**src/rtl/fifo_stream_reader_pkg.sv**
```systemverilog
// Shared defaults, width helper and event type for the FIFO-to-AXI4-Stream reader.
package fifo_stream_reader_pkg;

    localparam int DEF_DATA_WIDTH = 32;
    localparam int DEF_RD_LATENCY = 1;
    localparam int DEF_BUF_DEPTH  = 4;
    localparam int DEF_PACKET_LEN = 0;
    localparam int DEF_CNT_WIDTH  = 16;

    // Occupancy must be able to represent a completely full buffer.
    function automatic int occ_width(input int depth);
        return $clog2(depth) + 1;
    endfunction

    typedef struct packed {
        logic land;  // a returning FIFO word is written into the buffer
        logic pop;   // stream handshake removes the buffer head
    } buf_evt_t;

endpackage

```
**src/rtl/fifo_stream_reader_if.sv**
```systemverilog
// FIFO read port plus AXI4-Stream master bundled as one handshake interface.
interface fifo_stream_reader_if
    import fifo_stream_reader_pkg::*;
#(
    parameter int DATA_WIDTH = DEF_DATA_WIDTH
);
    logic                  fifo_rd_en;
    logic [DATA_WIDTH-1:0] fifo_rd_data;
    logic                  fifo_empty_n;
    logic [DATA_WIDTH-1:0] m_axis_tdata;
    logic                  m_axis_tvalid;
    logic                  m_axis_tready;
    logic                  m_axis_tlast;

    modport master (
        output fifo_rd_en,
        input  fifo_rd_data,
        input  fifo_empty_n,
        output m_axis_tdata,
        output m_axis_tvalid,
        input  m_axis_tready,
        output m_axis_tlast
    );

    modport slave (
        input  fifo_rd_en,
        output fifo_rd_data,
        output fifo_empty_n,
        input  m_axis_tdata,
        input  m_axis_tvalid,
        output m_axis_tready,
        input  m_axis_tlast
    );
endinterface

```
**src/rtl/fifo_stream_reader_reg_fifo.sv**
```systemverilog
// Small register FIFO with count/full/empty; head word is visible combinationally.
module reg_fifo
    import fifo_stream_reader_pkg::*;
#(
    parameter int DATA_WIDTH = DEF_DATA_WIDTH,
    parameter int DEPTH      = DEF_BUF_DEPTH
) (
    input  logic                          clk,
    input  logic                          reset,
    input  logic                          wr_en_i,
    input  logic [DATA_WIDTH-1:0]         wr_data_i,
    input  logic                          rd_en_i,
    output logic [DATA_WIDTH-1:0]         rd_data_o,
    output logic [occ_width(DEPTH)-1:0]   count_o,
    output logic                          full_o,
    output logic                          empty_o
);
    localparam int AW = $clog2(DEPTH);
    localparam int CW = occ_width(DEPTH);

    logic [DATA_WIDTH-1:0] mem_q [DEPTH];
    logic [AW-1:0]         wr_ptr_q;
    logic [AW-1:0]         rd_ptr_q;
    logic [CW-1:0]         count_q;
    logic                  wr_ok;
    logic                  rd_ok;

    assign full_o    = (count_q == CW'(DEPTH));
    assign empty_o   = (count_q == '0);
    assign count_o   = count_q;
    assign rd_data_o = mem_q[rd_ptr_q];

    // A simultaneous read frees the slot, so writing while full is legal then.
    assign wr_ok = wr_en_i && (!full_o || rd_en_i);
    assign rd_ok = rd_en_i && !empty_o;

    always_ff @(posedge clk) begin
        if (wr_ok) begin
            mem_q[wr_ptr_q] <= wr_data_i;
        end
    end

    always_ff @(posedge clk) begin
        if (reset) begin
            wr_ptr_q <= '0;
            rd_ptr_q <= '0;
            count_q  <= '0;
        end else begin
            if (wr_ok) begin
                wr_ptr_q <= wr_ptr_q + AW'(1);
            end
            if (rd_ok) begin
                rd_ptr_q <= rd_ptr_q + AW'(1);
            end
            case ({wr_ok, rd_ok})
                2'b10:   count_q <= count_q + CW'(1);
                2'b01:   count_q <= count_q - CW'(1);
                default: count_q <= count_q;
            endcase
        end
    end

    a_no_overflow: assert property (@(posedge clk) disable iff (reset)
        !(wr_en_i && full_o && !rd_en_i));

endmodule

```
**src/rtl/fifo_stream_reader.sv**
```systemverilog
// Drains a fixed-latency FIFO read port into an AXI4-Stream master with an output
// buffer sized so that every issued read always has a slot to land in.
module fifo_stream_reader
    import fifo_stream_reader_pkg::*;
#(
    parameter int DATA_WIDTH = DEF_DATA_WIDTH,
    parameter int RD_LATENCY = DEF_RD_LATENCY,
    parameter int BUF_DEPTH  = DEF_BUF_DEPTH,
    parameter int PACKET_LEN = DEF_PACKET_LEN,
    parameter int CNT_WIDTH  = DEF_CNT_WIDTH
) (
    input  logic                       clk,
    input  logic                       reset,
    fifo_stream_reader_if.master       bus,
    output logic [$clog2(BUF_DEPTH):0] occupancy
);
    localparam int OCC_W = occ_width(BUF_DEPTH);
    localparam logic [CNT_WIDTH-1:0] LAST_IDX =
        CNT_WIDTH'((PACKET_LEN == 0) ? 0 : PACKET_LEN - 1);

    logic [OCC_W-1:0]      occ_q;
    logic [OCC_W-1:0]      occ_d;
    logic [RD_LATENCY-1:0] vpipe_q;
    logic [RD_LATENCY-1:0] vpipe_d;
    logic [CNT_WIDTH-1:0]  beat_q;
    logic [CNT_WIDTH-1:0]  beat_d;
    buf_evt_t              evt;
    logic                  rd_en;
    logic                  last_beat;
    logic [DATA_WIDTH-1:0] buf_head;
    logic [OCC_W-1:0]      buf_count;
    logic                  buf_full;
    logic                  buf_empty;

    // Occupancy counts words already requested, so a read is only issued
    // when a buffer slot is guaranteed even if the sink never drains.
    assign rd_en = !reset && bus.fifo_empty_n && (occ_q < OCC_W'(BUF_DEPTH));

    always_comb begin
        evt      = '0;
        evt.land = vpipe_q[RD_LATENCY-1];
        evt.pop  = !buf_empty && bus.m_axis_tready;
    end

    assign vpipe_d[0] = rd_en;
    generate
        for (genvar gi = 1; gi < RD_LATENCY; gi++) begin : g_vpipe
            assign vpipe_d[gi] = vpipe_q[gi-1];
        end
    endgenerate

    always_comb begin
        occ_d = occ_q;
        case ({rd_en, evt.pop})
            2'b10:   occ_d = occ_q + OCC_W'(1);
            2'b01:   occ_d = occ_q - OCC_W'(1);
            default: occ_d = occ_q;
        endcase
    end

    assign last_beat = (PACKET_LEN != 0) && (beat_q == LAST_IDX);

    always_comb begin
        beat_d = beat_q;
        if (evt.pop) begin
            beat_d = last_beat ? '0 : beat_q + CNT_WIDTH'(1);
        end
    end

    always_ff @(posedge clk) begin
        if (reset) begin
            vpipe_q <= '0;
            occ_q   <= '0;
            beat_q  <= '0;
        end else begin
            vpipe_q <= vpipe_d;
            occ_q   <= occ_d;
            beat_q  <= beat_d;
        end
    end

    reg_fifo #(
        .DATA_WIDTH (DATA_WIDTH),
        .DEPTH      (BUF_DEPTH)
    ) u_buf (
        .clk       (clk),
        .reset     (reset),
        .wr_en_i   (evt.land),
        .wr_data_i (bus.fifo_rd_data),
        .rd_en_i   (evt.pop),
        .rd_data_o (buf_head),
        .count_o   (buf_count),
        .full_o    (buf_full),
        .empty_o   (buf_empty)
    );

    // Data and last are forced low while nothing is buffered so reset leaves clean outputs.
    assign bus.fifo_rd_en    = rd_en;
    assign bus.m_axis_tvalid = !buf_empty;
    assign bus.m_axis_tdata  = buf_empty ? '0 : buf_head;
    assign bus.m_axis_tlast  = !buf_empty && last_beat;
    assign occupancy         = occ_q;

    a_land_has_room: assert property (@(posedge clk) disable iff (reset)
        !(evt.land && buf_full && !evt.pop));

    a_occ_consistent: assert property (@(posedge clk) disable iff (reset)
        occ_q == buf_count + OCC_W'($countones(vpipe_q)));

endmodule

```
**src/flat_wrapper.sv**
```systemverilog
// flat-port wrapper written by rule: the top's interface ports become plain ports
module fifo_stream_reader_flat import fifo_stream_reader_pkg::*;
#(
    parameter int DATA_WIDTH = DEF_DATA_WIDTH,
    parameter int RD_LATENCY = DEF_RD_LATENCY,
    parameter int BUF_DEPTH  = DEF_BUF_DEPTH,
    parameter int PACKET_LEN = DEF_PACKET_LEN,
    parameter int CNT_WIDTH  = DEF_CNT_WIDTH
)
  (clk, reset, occupancy, bus_fifo_rd_en, bus_fifo_rd_data, bus_fifo_empty_n, bus_m_axis_tdata, bus_m_axis_tvalid, bus_m_axis_tready, bus_m_axis_tlast);
  fifo_stream_reader_if #(.DATA_WIDTH(DATA_WIDTH)) bus_i ();
  input  logic clk;
  input  logic reset;
  output logic [$clog2(BUF_DEPTH):0] occupancy;
  output wire logic [$bits(bus_i.fifo_rd_en)-1:0] bus_fifo_rd_en;
  input wire logic [$bits(bus_i.fifo_rd_data)-1:0] bus_fifo_rd_data;
  input wire logic [$bits(bus_i.fifo_empty_n)-1:0] bus_fifo_empty_n;
  output wire logic [$bits(bus_i.m_axis_tdata)-1:0] bus_m_axis_tdata;
  output wire logic [$bits(bus_i.m_axis_tvalid)-1:0] bus_m_axis_tvalid;
  input wire logic [$bits(bus_i.m_axis_tready)-1:0] bus_m_axis_tready;
  output wire logic [$bits(bus_i.m_axis_tlast)-1:0] bus_m_axis_tlast;
  assign bus_fifo_rd_en = bus_i.fifo_rd_en;
  assign bus_i.fifo_rd_data = bus_fifo_rd_data;
  assign bus_i.fifo_empty_n = bus_fifo_empty_n;
  assign bus_m_axis_tdata = bus_i.m_axis_tdata;
  assign bus_m_axis_tvalid = bus_i.m_axis_tvalid;
  assign bus_i.m_axis_tready = bus_m_axis_tready;
  assign bus_m_axis_tlast = bus_i.m_axis_tlast;
  fifo_stream_reader #(.DATA_WIDTH(DATA_WIDTH), .RD_LATENCY(RD_LATENCY), .BUF_DEPTH(BUF_DEPTH), .PACKET_LEN(PACKET_LEN), .CNT_WIDTH(CNT_WIDTH)) u_core (.clk(clk), .reset(reset), .bus(bus_i), .occupancy(occupancy));
endmodule
```
**config.mk**
```make
export PLATFORM = sky130hd
export DESIGN_NAME = fifo_stream_reader_flat
export DESIGN_NICKNAME = d
export VERILOG_FILES = /design/src/rtl/fifo_stream_reader_pkg.sv /design/src/rtl/fifo_stream_reader_if.sv /design/src/rtl/fifo_stream_reader_reg_fifo.sv /design/src/rtl/fifo_stream_reader.sv /design/src/flat_wrapper.sv
export SDC_FILE = /design/constraint.sdc
export NUM_CORES = 1
export LEC_CHECK = 0
export ABC_AREA = 1
export CORE_UTILIZATION = 50
export CTS_CLUSTER_DIAMETER = 120
export DETAILED_ROUTE_END_ITERATION = 16
export GPL_TIMING_DRIVEN = 0
export HOLD_SLACK_MARGIN = 0.1
export PLACE_DENSITY_LB_ADDON = 0.05
export SYNTH_ARGS = -nofsm -noshare
export SYNTH_HDL_FRONTEND = slang
export SYNTH_SLANG_ARGS = --single-unit
```
**constraint.sdc**
```tcl
create_clock -name clk -period 9.4 [get_ports clk]
set_clock_uncertainty 0.05 [all_clocks]
set_input_delay 2.82 -clock clk [delete_from_list [all_inputs] [get_ports clk]]
set_output_delay 2.82 -clock clk [all_outputs]
set_load 0.01 [all_outputs]
```
[Yosys cells after proc, flatten, opt, wreduce, memory -nomap -nowiden]
Memories as Yosys holds them, arrays and structs flattened. A register that Yosys moved wholly into a read port is not among the register bits.
Cells that the tools add are included.
Word-level totals
  memory bits (writable): 128
  word-level logic and storage cells: 37
  memories kept: 1
  flip-flop bits (word level): 11
Memory list
  u_core.u_buf.mem_q: depth 4, width 32, read ports 1, clocked after memory_dff 1, wr ports 1, line fifo_stream_reader_reg_fifo.sv:21  | logic [DATA_WIDTH-1:0] mem_q [DEPTH];
Cells by class
  $add $sub $neg: 6
  equal/unequal tests: 5
  magnitude comparators: 1
  mux-type cells: 7
  reductions and logical operators: 12
Operators with widths (number)
  2-to-1 mux 32 bit: 1
  case mux 3 bit (2 select lines): 2
  adder 3 x 1 -> 3 bit, second input constant: 2
  subtractor 3 x 1 -> 3 bit, second input constant: 2
  logical AND 1 bit: 5
  adder 2 x 1 -> 2 bit, second input constant: 2
  equality test 2 x 1 -> 1 bit, second input constant: 2
  equality test 2 bit, second input constant: 2
  2-to-1 mux 2 bit: 2
  nonzero test 2 bit: 2
  equality test 3 bit, second input constant: 1
  zero test 1 bit: 3
  zero test 3 bit: 1
  less-than comparator 3 bit, second input constant: 1
  2-to-1 mux 1 bit: 2
  logical OR 1 bit: 1

[Logic depth before layout (Yosys ltp)]
  depth in word-level cells: 7
  gate-level depth with buffers: 13
  depth with buffers taken out: 13

[Hierarchy]
Synthesis repeated with hierarchy kept, for this count alone.
Second synthesis, totals
  cells, all modules: 484
  area, all modules: 5788.1 um^2
Modules (own cells, without submodules)
  reg_fifo: area each 5278.8 um^2, sequential area each 4023.9 um^2, cells an instance 383, instances 1
  fifo_stream_reader: area each 509.2 um^2, sequential area each 80.1 um^2, cells an instance 101, instances 1

[Worst setup path before layout]
OpenSTA, ideal clock, no wires.
  path kind: in2out
  start: input port reset
  end: output port bus_fifo_rd_en
  buffers on the path: 0
  data required time: 6.530 ns
  arrival time: 3.204 ns
  slack: 3.326 ns
  stages: 3
  cells stage by stage: clkinv_1 -> nand3_1 -> inv_1
Between the ends
  cells in the longest elaborated chain, start to end: 3
RTL lines
  from (decl): line flat_wrapper.sv:13  | input logic reset;
  zero test 1 bit: line fifo_stream_reader.sv:37  | assign rd_en = !reset && bus.fifo_empty_n && (occ_q < OCC_W'(BUF_DEPTH));
  logical AND 1 bit (2 in series): line fifo_stream_reader.sv:37
  to (decl): line flat_wrapper.sv:15  | output wire logic [$bits(bus_i.fifo_rd_en)-1:0] bus_fifo_rd_en;
Every way passes these cells.

[Final worst setup path]
Ends and elaborated chain as after synthesis.

==> results.yml <==
cells_and_area:
  diodes: 0
  most-common-layout-cells: "nor2_1, edfxtp_1, clkdlybuf4s50_1, o21ai_1, a21oi_1"
  layout_commonest_cell: "nor2_1"
  design_area_um2: 7226
  synthToLayoutAreaGrowth_pct: 27.51
  fin_util_pct: 66.08
  drive_above_1_share_pct: 8.034
  nets: 618
pwr:
  power_density_nw_per_um2: 286.2
  power_frac_clock_pct: 29.8
  vdd_drop_max_v: 0.0001329
  power_frac_seq_pct: 36.3
  swShare_pct: 30.85
  power_uw: 2068
  p_comb_share_pct: 33.9
  p_int_uw: 1430
  switching_power_uw: 638.0
  leakagePower_uw: 0.002558
global_routing:
  groute.usage.overall_pct: 21.87
  grt_pass1_vias: 3676
  grt_pass1_wl_mm: 18.49
  antenna_found_initial: 0
  grt_remaining_overflow: 0
  grt_max_degree: 28
yosys:
  synth_cells: 479
  synth_top_area_share_pct: 67.83
  synth-seq-cells: 141
  syn_area_um2: 5667
  synth.largest_area_cell: "edfxtp_1"
  synth_area_leaders: "edfxtp_1, nor2_1, dfxtp_1"
  synth_nets: 523
  synth_area_per_cell_um2: 11.83
  ys_types: 18
  ys_seq_area_share_pct: 72.42
  yosys_warnings: 0
critical_path:
  cp.arrival_ps: 4300
  setup.worst_path.start_class: "input pin"
  critical_path_class: "input pin to output pin"
  rr_worst_depth: 12
  startpoint: "reset"
  crit_path_end_kind: "output pin"
  slowest_stage: "clkdlybuf4s50_1"
  r2r-end: "u_core.u_buf.count_o[2]"
  rr_startpoint: "u_core.u_buf.count_o[0]"
  r2r_setup_slack_ps: 7200
  worstSetupEndpoint: "bus_fifo_rd_en"
  cp_slowest_stage_delay_ps: 480
  critical_path.most_common_cell: "clkdlybuf4s50_1"
  path_max_fanout: 10
  worst_ep_required_time_ps: 6530
  path_cells: "clkdlybuf4s50_1, clkinv_1, nand3_1, inv_1, clkdlybuf4s50_1"
route:
  vias: 3714
  drc_errors: 0
  drtIter0Drc: 234
  wl_mm: 11.86
  first_pass_iters: 4
  routedWlPerCell_um: 16.36
  viasPerCell: 5.123
  ant_nets: 0
clock_network:
  cts_resized: 0
  h-tree-depth: 4
  clk_path_buf_depth: 2
  clk_latency_ps: 410
  cts_made_buffers: 17
  cts_root_buffer: "clkbuf_16"
  clk_pin_slew_worst_paths_ps: 60
  numClockSinks: 141
  cts_tree: "yes"
  cts_setup_buffers: 0
  cts-hold-fix-buffers: 0
die:
  ios: 74
  die_y_um: 108.5
  start_util_pct: 51.82
  rows: 38
  coreArea_um2: 10940
  design.die.area_um2: 11760
  die_x_um: 108.5
timing:
  fin_setup_tns_ps: 0
  max_freq_mhz: 139.4
  drv_slew: 0
  rsz0062_at_grt: "false"
  finalHoldViolCount: 0
  hold_ws_ps: 438.4
  period_minus_slack_ps: 7172
  period_share_pct: 76.30
  worst_slew_pin_slew_ps: 612.8
  finalSetupViolations: 0
  maxSlewHeadroom_pct: 59.15
placement:
  gp_congestion: 0.7788
  dp_hpwl_mm: 7.219
  dpl_cell_area_um2: 6688
  port_buffers: 72
worst_hold_path:
  hp-class: "register to register"
status:
  status: "finished clean"
run:
  maxCapViolCount: 0
[kinds of logic after synthesis]
logic type,synth area share [%]
adders and majority gates,2.031
and+or+nand+nor,11.35
buffers and inverters,4.681
AOI/OAI and AO/OA,9.450
DFF,72.42
other,0.06618
[sequential cells by signal, indices dropped and copies added (netlist names), named ones only]
signal,cells
u_core.u_buf.rd_ptr_q,2
u_core.u_buf.mem_q,128
u_core.vpipe_q,1
u_core.u_buf.wr_ptr_q,2
u_core.u_buf.count_o,3
u_core.occupancy,3
[how the worst min path moves through the flow]
stage               slack (ps)                     start             endpoint  cells past startpoint
global placement           410       u_core.occupancy[0]  u_core.occupancy[0]                      1
finish                     440       u_core.occupancy[0]  u_core.occupancy[0]                      1
global route               480       u_core.occupancy[0]  u_core.occupancy[0]                      1
detailed placement         430       u_core.occupancy[0]  u_core.occupancy[0]                      1
CTS                        440       u_core.occupancy[0]  u_core.occupancy[0]                      1
floorplan                  410  u_core.u_buf.rd_ptr_q[1]             register                      2
[synthesized netlist by cell type (all sizes together)]
library cell,number
a21oi,39
buf,16
clkbuf,8
clkinv,1
conb,1
dfxtp,13
edfxtp,128
fa,2
ha,6
inv,28
nand2,19
nand3,7
nor2,143
o21ai,68
[power by group through the flow]
stage	logic, uW	registers (uW)	clock network [uW]
6_report	701	751	616
5_1_grt	772	756	652
4_1_cts	714	751	625
3_5_place_dp	708	764	0
3_3_place_gp	689	765	0
2_1_floorplan	365	764	0
[area by class of cell]
type / count / area (um2)
flip-flops and latches: 141 / 4104
inverters: 29 / 108.9
well taps: 140 / 175.2
repair buffers: 76 / 815.8
clock inverters: 9 / 97.59
fillers: 837 / 3710
clock buffers: 21 / 440.4
multi-input cells: 285 / 1328
plain buffers: 24 / 156.4
[critical path, delay by kind of cell]
| kind | cells | cell delay [ps] |
|---|---|---|
| and+or+nand+nor | 1 | 230 |
| buffers and inverters | 4 | 1250 |
[per-layer routing]
layer	part of all wire, %	track usage, %	up-vias	wire length [um]
met2	51	37.57	104	6080
met3	4.9	5.184	9	582
li1	-	-	1845	-
met4	0.83	7.143	0	99
met5	0	0	-	0
met1	43	27.22	1756	5098
[stage by stage]
step	std cells	worst slack, ps
after detailed placement	695	2221
after floorplan	479	3326
after CTS	725	2212
after global placement	691	2200
after global routing	725	2101
final	725	2228
No activity file was read; power rests on OpenSTA's default activity.
==> edit 1 (config.mk and constraints unchanged) <==
Set the package constant `DEF_DATA_WIDTH` to 64 (it was 32).
--- a/src/rtl/fifo_stream_reader_pkg.sv
+++ b/src/rtl/fifo_stream_reader_pkg.sv
@@ -1,7 +1,7 @@
 // Shared defaults, width helper and event type for the FIFO-to-AXI4-Stream reader.
 package fifo_stream_reader_pkg;
 
-    localparam int DEF_DATA_WIDTH = 32;
+    localparam int DEF_DATA_WIDTH = 64;
     localparam int DEF_RD_LATENCY = 1;
     localparam int DEF_BUF_DEPTH  = 4;
     localparam int DEF_PACKET_LEN = 0;
Interface: changed (resized bus_fifo_rd_data and bus_m_axis_tdata); port bits go from 74 to 138. The function was not compared with the original's and may differ.
==> edit 1 against the original RTL <==
Total power is 81% higher; setup slack worse by 0.024 ns; synthesized area grew 87%; clock power is 66% higher; cell area up 86%; wire length up 93%; sequential cell count increased by 128; count of clock-buffer cells in the layout grew 12; critical path type unchanged; largest power group unchanged.
==> edit 1: results (changes against the original RTL) <==
fill_cells: 1577  # was 837
synth_nets: 931  # was 523
reg2reg_depth: 6  # was 12
drive_gt1_frac: 0.0803  # about the same
first_iter_violations: 464  # was 234
p_total_mw: 3.74  # was 2.07 mW
io_buffers: 136  # was 72
cts_buffer_depth: 3  # was 2
synth_commonest_cells: "nor2_1, edfxtp_1, o21ai_0"  # was nor2_1, edfxtp_1, o21ai_1
dp_hpwl_um: 14000  # was 7220 µm
first_pass_iters: 5  # was 4
cp.arrival_ns: 4.33  # was 4.30 ns
status: "complete, no violations"  # unchanged
leakage_nw: 4.64  # was 2.56 nW
cts-buffers-inserted: 27  # was 17
top_layer: "met4"  # unchanged
switching_share: 0.311  # was 0.308
ys_types: 19  # was 18
synthAdderAreaFrac: 0.0108  # was 0.0203
regArea_mm2: 0.00795  # was 0.00410 mm²
place_area_mm2: 0.0126  # was 0.00669 mm²
first_global_vias: 6502  # was 3676
fin_nets: 1105  # was 618
multi_input_gates: 509  # was 285
grtUsageMet1: 0.292  # was 0.272
synth-seq-cells: 269  # was 141
final-instance-count-excl-fill: 1316  # was 725
grt_pass1_wl_um: 34800  # was 18500 µm
syn_avg_cell_area_um2: 12.4  # was 11.8 µm²
clkCellAreaFrac: 0.0628  # was 0.0745
dr_wl_met3_um: 1450  # was 582 µm
pwr-share-clk: 0.274  # was 0.298
synth_compound_area_frac: 0.0956  # was 0.0945
drt_wl_total_um: 22800  # was 11900 µm
grt_max_degree: 26  # was 28
gr-usage-all-layers: 0.212  # was 0.219
wl_met1_um: 9980  # was 5100 µm
wl_met2_um: 10900  # was 6080 µm
final.clkbuf_count: 33  # was 21
ys_seq_area_frac: 0.748  # was 0.724
h-tree-depth: 1  # was 4
dp_slack_ns: 2.20  # was 2.22 ns
areaGrowthSynthToFinish_pct: 26.2  # was 27.5%
p_seq_mw: 1.42  # was 0.751 mW
viasPerCell: 5.16  # was 5.12
place_congestion: 0.734  # was 0.779
use_met2: 0.347  # was 0.376
clock-root-buffer: "clkbuf_16"  # unchanged
largest_reg_flops: 256  # was 128
ir_drop_v: 0.000162  # was 0.000133 V
clkLatencyLatePin_ns: 0.52  # was 0.41 ns
buffer_area_frac: 0.140  # was 0.135
place_inst: 1270  # was 695
synthTopCellsByArea: "edfxtp_1, nor2_1, o21ai_0"  # was edfxtp_1, nor2_1, dfxtp_1
dieWidth_um: 148  # was 108 µm
slew-limit-headroom: 0.389  # was 0.591
multi_input_area_share: 0.171  # was 0.184
use_met3: 0.0383  # was 0.0518
synth_edf_count: 256  # was 128
edit 1: cell types whose count changed after synthesis:
cell | unedited run | this run
buf_6 | 7 | 13
buf_2 | 8 | 13
buf_1 | 0 | 6
inv_1 | 27 | 25
o21ai_0 | 26 | 122
inv_2 | 1 | 3
buf_4 | 1 | 4
o21ai_1 | 42 | 10
a21oi_1 | 39 | 71
clkbuf_1 | 8 | 12
edfxtp_1 | 128 | 256
nor2_1 | 143 | 271
edit 1: worst paths after layout:
path	from	to	slack (ns)
hold reg to reg	u_core.occupancy[0]	u_core.occupancy[0]	0.44
hold / removal	u_core.occupancy[0]	u_core.occupancy[0]	0.44
setup reg to reg	u_core.u_buf.count_o[2]	u_core.u_buf.mem_q[0][40]	7.07
setup / recovery	reset	bus_fifo_rd_en	2.20
edit 1: worst max-delay path: stages:
cell	delay [ns]
clkdlybuf4s50_1	0.50
clkinv_1	0.25
nand3_1	0.23
inv_1	0.06
clkdlybuf4s50_1	0.47
==> edit 2 (same flow settings) <==
Without the edit above. Reset style: asynchronous (`reset`), changed in 2 clocked blocks.
--- a/src/rtl/fifo_stream_reader_reg_fifo.sv
+++ b/src/rtl/fifo_stream_reader_reg_fifo.sv
@@ -40,7 +40,7 @@
         end
     end
 
-    always_ff @(posedge clk) begin
+    always_ff @(posedge clk or posedge reset) begin
         if (reset) begin
             wr_ptr_q <= '0;
             rd_ptr_q <= '0;
--- a/src/rtl/fifo_stream_reader.sv
+++ b/src/rtl/fifo_stream_reader.sv
@@ -67,7 +67,7 @@
         end
     end
 
-    always_ff @(posedge clk) begin
+    always_ff @(posedge clk or posedge reset) begin
         if (reset) begin
             vpipe_q <= '0;
             occ_q   <= '0;
Function: differs if reset is asserted again (counterexample within 4 cycles, from zero or initial values and one cycle with reset high); with reset held inactive, the same outputs for 10 cycles.
==> edit 2 against the original RTL <==
Total power is 11% higher; sequential share of layout area is 3.1 points lower; non-clock buffer count is 1 higher; largest cell class unchanged; cell count is 16% higher; cell area is 6.1% higher; synthesized area is 8.1% higher; sequential power is 3.6% higher; clock power is 5.8% lower; setup slack better by 0.058 ns; wire length is 4.0% higher; sequential cell count is 2 lower.
==> edit 2: results (changes against the original RTL) <==
status: "complete, no violations"  # unchanged
worst-path-max-fanout: 12  # was 10
gr-usage-all-layers: 0.211  # was 0.219
first_global_vias: 3955  # was 3676
synth_compound_area_frac: 0.0286  # was 0.0945
place_congestion: 0.699  # was 0.779
synth_commonest_cells: "nand2_1, edfxtp_1, inv_1"  # was nor2_1, edfxtp_1, o21ai_1
ys_seq_area_frac: 0.673  # was 0.724
synth_top_family_by_area: "simple AND/OR/NAND/NOR gates"  # unchanged
grtUsageMet1: 0.257  # was 0.272
first_iter_violations: 231  # was 234
synthAdderAreaFrac: 0.0188  # was 0.0203
syn_avg_cell_area_um2: 10.4  # was 11.8 µm²
place_area_mm2: 0.00715  # was 0.00669 mm²
synthTopCellsByArea: "edfxtp_1, nand2_1, inv_1"  # was edfxtp_1, nor2_1, dfxtp_1
reg2reg_slack_ns: 7.24  # was 7.20 ns
leakage_nw: 3.27  # was 2.56 nW
grt_pass1_wl_um: 19500  # was 18500 µm
final-instance-count-excl-fill: 844  # was 725
slew-limit-headroom: 0.582  # was 0.591
cts_setup_buffers: 0  # unchanged
use_met2: 0.360  # was 0.376
dp_slack_ns: 2.26  # was 2.22 ns
synth-xor-area-share: 0.00429  # was 0
ys_async_sr_fraction: 0.0791  # was 0
ir_drop_v: 0.000164  # was 0.000133 V
fmax_mhz: 141  # was 139 MHz
use_met3: 0.0556  # was 0.0518
drive_gt1_frac: 0.138  # was 0.0803
wl_per_cell_um: 14.6  # was 16.4 µm
fill_cells: 931  # was 837
fin_hold_ws_ns: 0.422  # was 0.438 ns
cp.arrival_ns: 4.24  # was 4.30 ns
dp_hpwl_um: 7790  # was 7220 µm
place_inst: 814  # was 695
via_count: 4057  # was 3714
fin_nets: 730  # was 618
grt_max_degree: 27  # was 28
areaGrowthSynthToFinish_pct: 25.2  # was 27.5%
[edit 2: cell types whose count changed in the layout (fill, tap and decap cells not counted), sizes merged, moves of 2 or more]
cell and change:
inv +104, dfxtp -13, a21oi -7, nand4 +2, nand3 +62, o21ai -65
dfrtp +11, xnor2 +3, nor2 -137, buf +6, nand2 +131, clkinv +25
clkbuf -8
[edit 2: cells by family after synthesis]
logic type	count (synthesis)
and+or+nand+nor	227
other	1
xor gates and xnor gates	3
AOI/OAI and AO/OA	35
adders and majority gates	8
DFF	139
buffers and inverters	178
[edit 2: critical path, stage by stage]
cell and delay, ns:
clkdlybuf4s50_1 0.42, inv_2 0.22, nand3_1 0.15, inv_1 0.10, clkdlybuf4s50_1 0.54
[edit 2: layout make-up]
class | count | area share
clock inverters | 12 | 0.0109
multi-input cells | 274 | 0.169
repair buffers | 76 | 0.106
flip-flops and latches | 139 | 0.537
well taps | 147 | 0.0240
inverters | 153 | 0.0752
plain buffers | 25 | 0.0214
clock buffers | 18 | 0.0560
[edit 2: metal layers]
metal  share of wire  wire (µm)
met1            0.44       5390
met2            0.51       6250
met3           0.049        600
met4          0.0072         89
met5               0          0
[edit 2: final timing paths]
kind	depth (start not counted)	startpoint	endpoint
min in group asynchronous	2	reset	u_core.u_buf.wr_ptr_q[0]
setup reg to reg	10	u_core.u_buf.count_o[0]	u_core.u_buf.count_o[2]
hold / removal	2	u_core.u_buf.count_o[2]	u_core.u_buf.count_o[2]
setup / recovery	5	reset	bus_fifo_rd_en
max in group asynchronous	2	reset	u_core.u_buf.count_o[2]
hold reg to reg	2	u_core.u_buf.count_o[2]	u_core.u_buf.count_o[2]
[edit 2: report_power, final]
part           switching [mW]  internal, mW  total [mW]
logic                   0.520         0.421       0.941
clock network           0.227         0.353       0.580
registers              0.0290         0.749       0.778
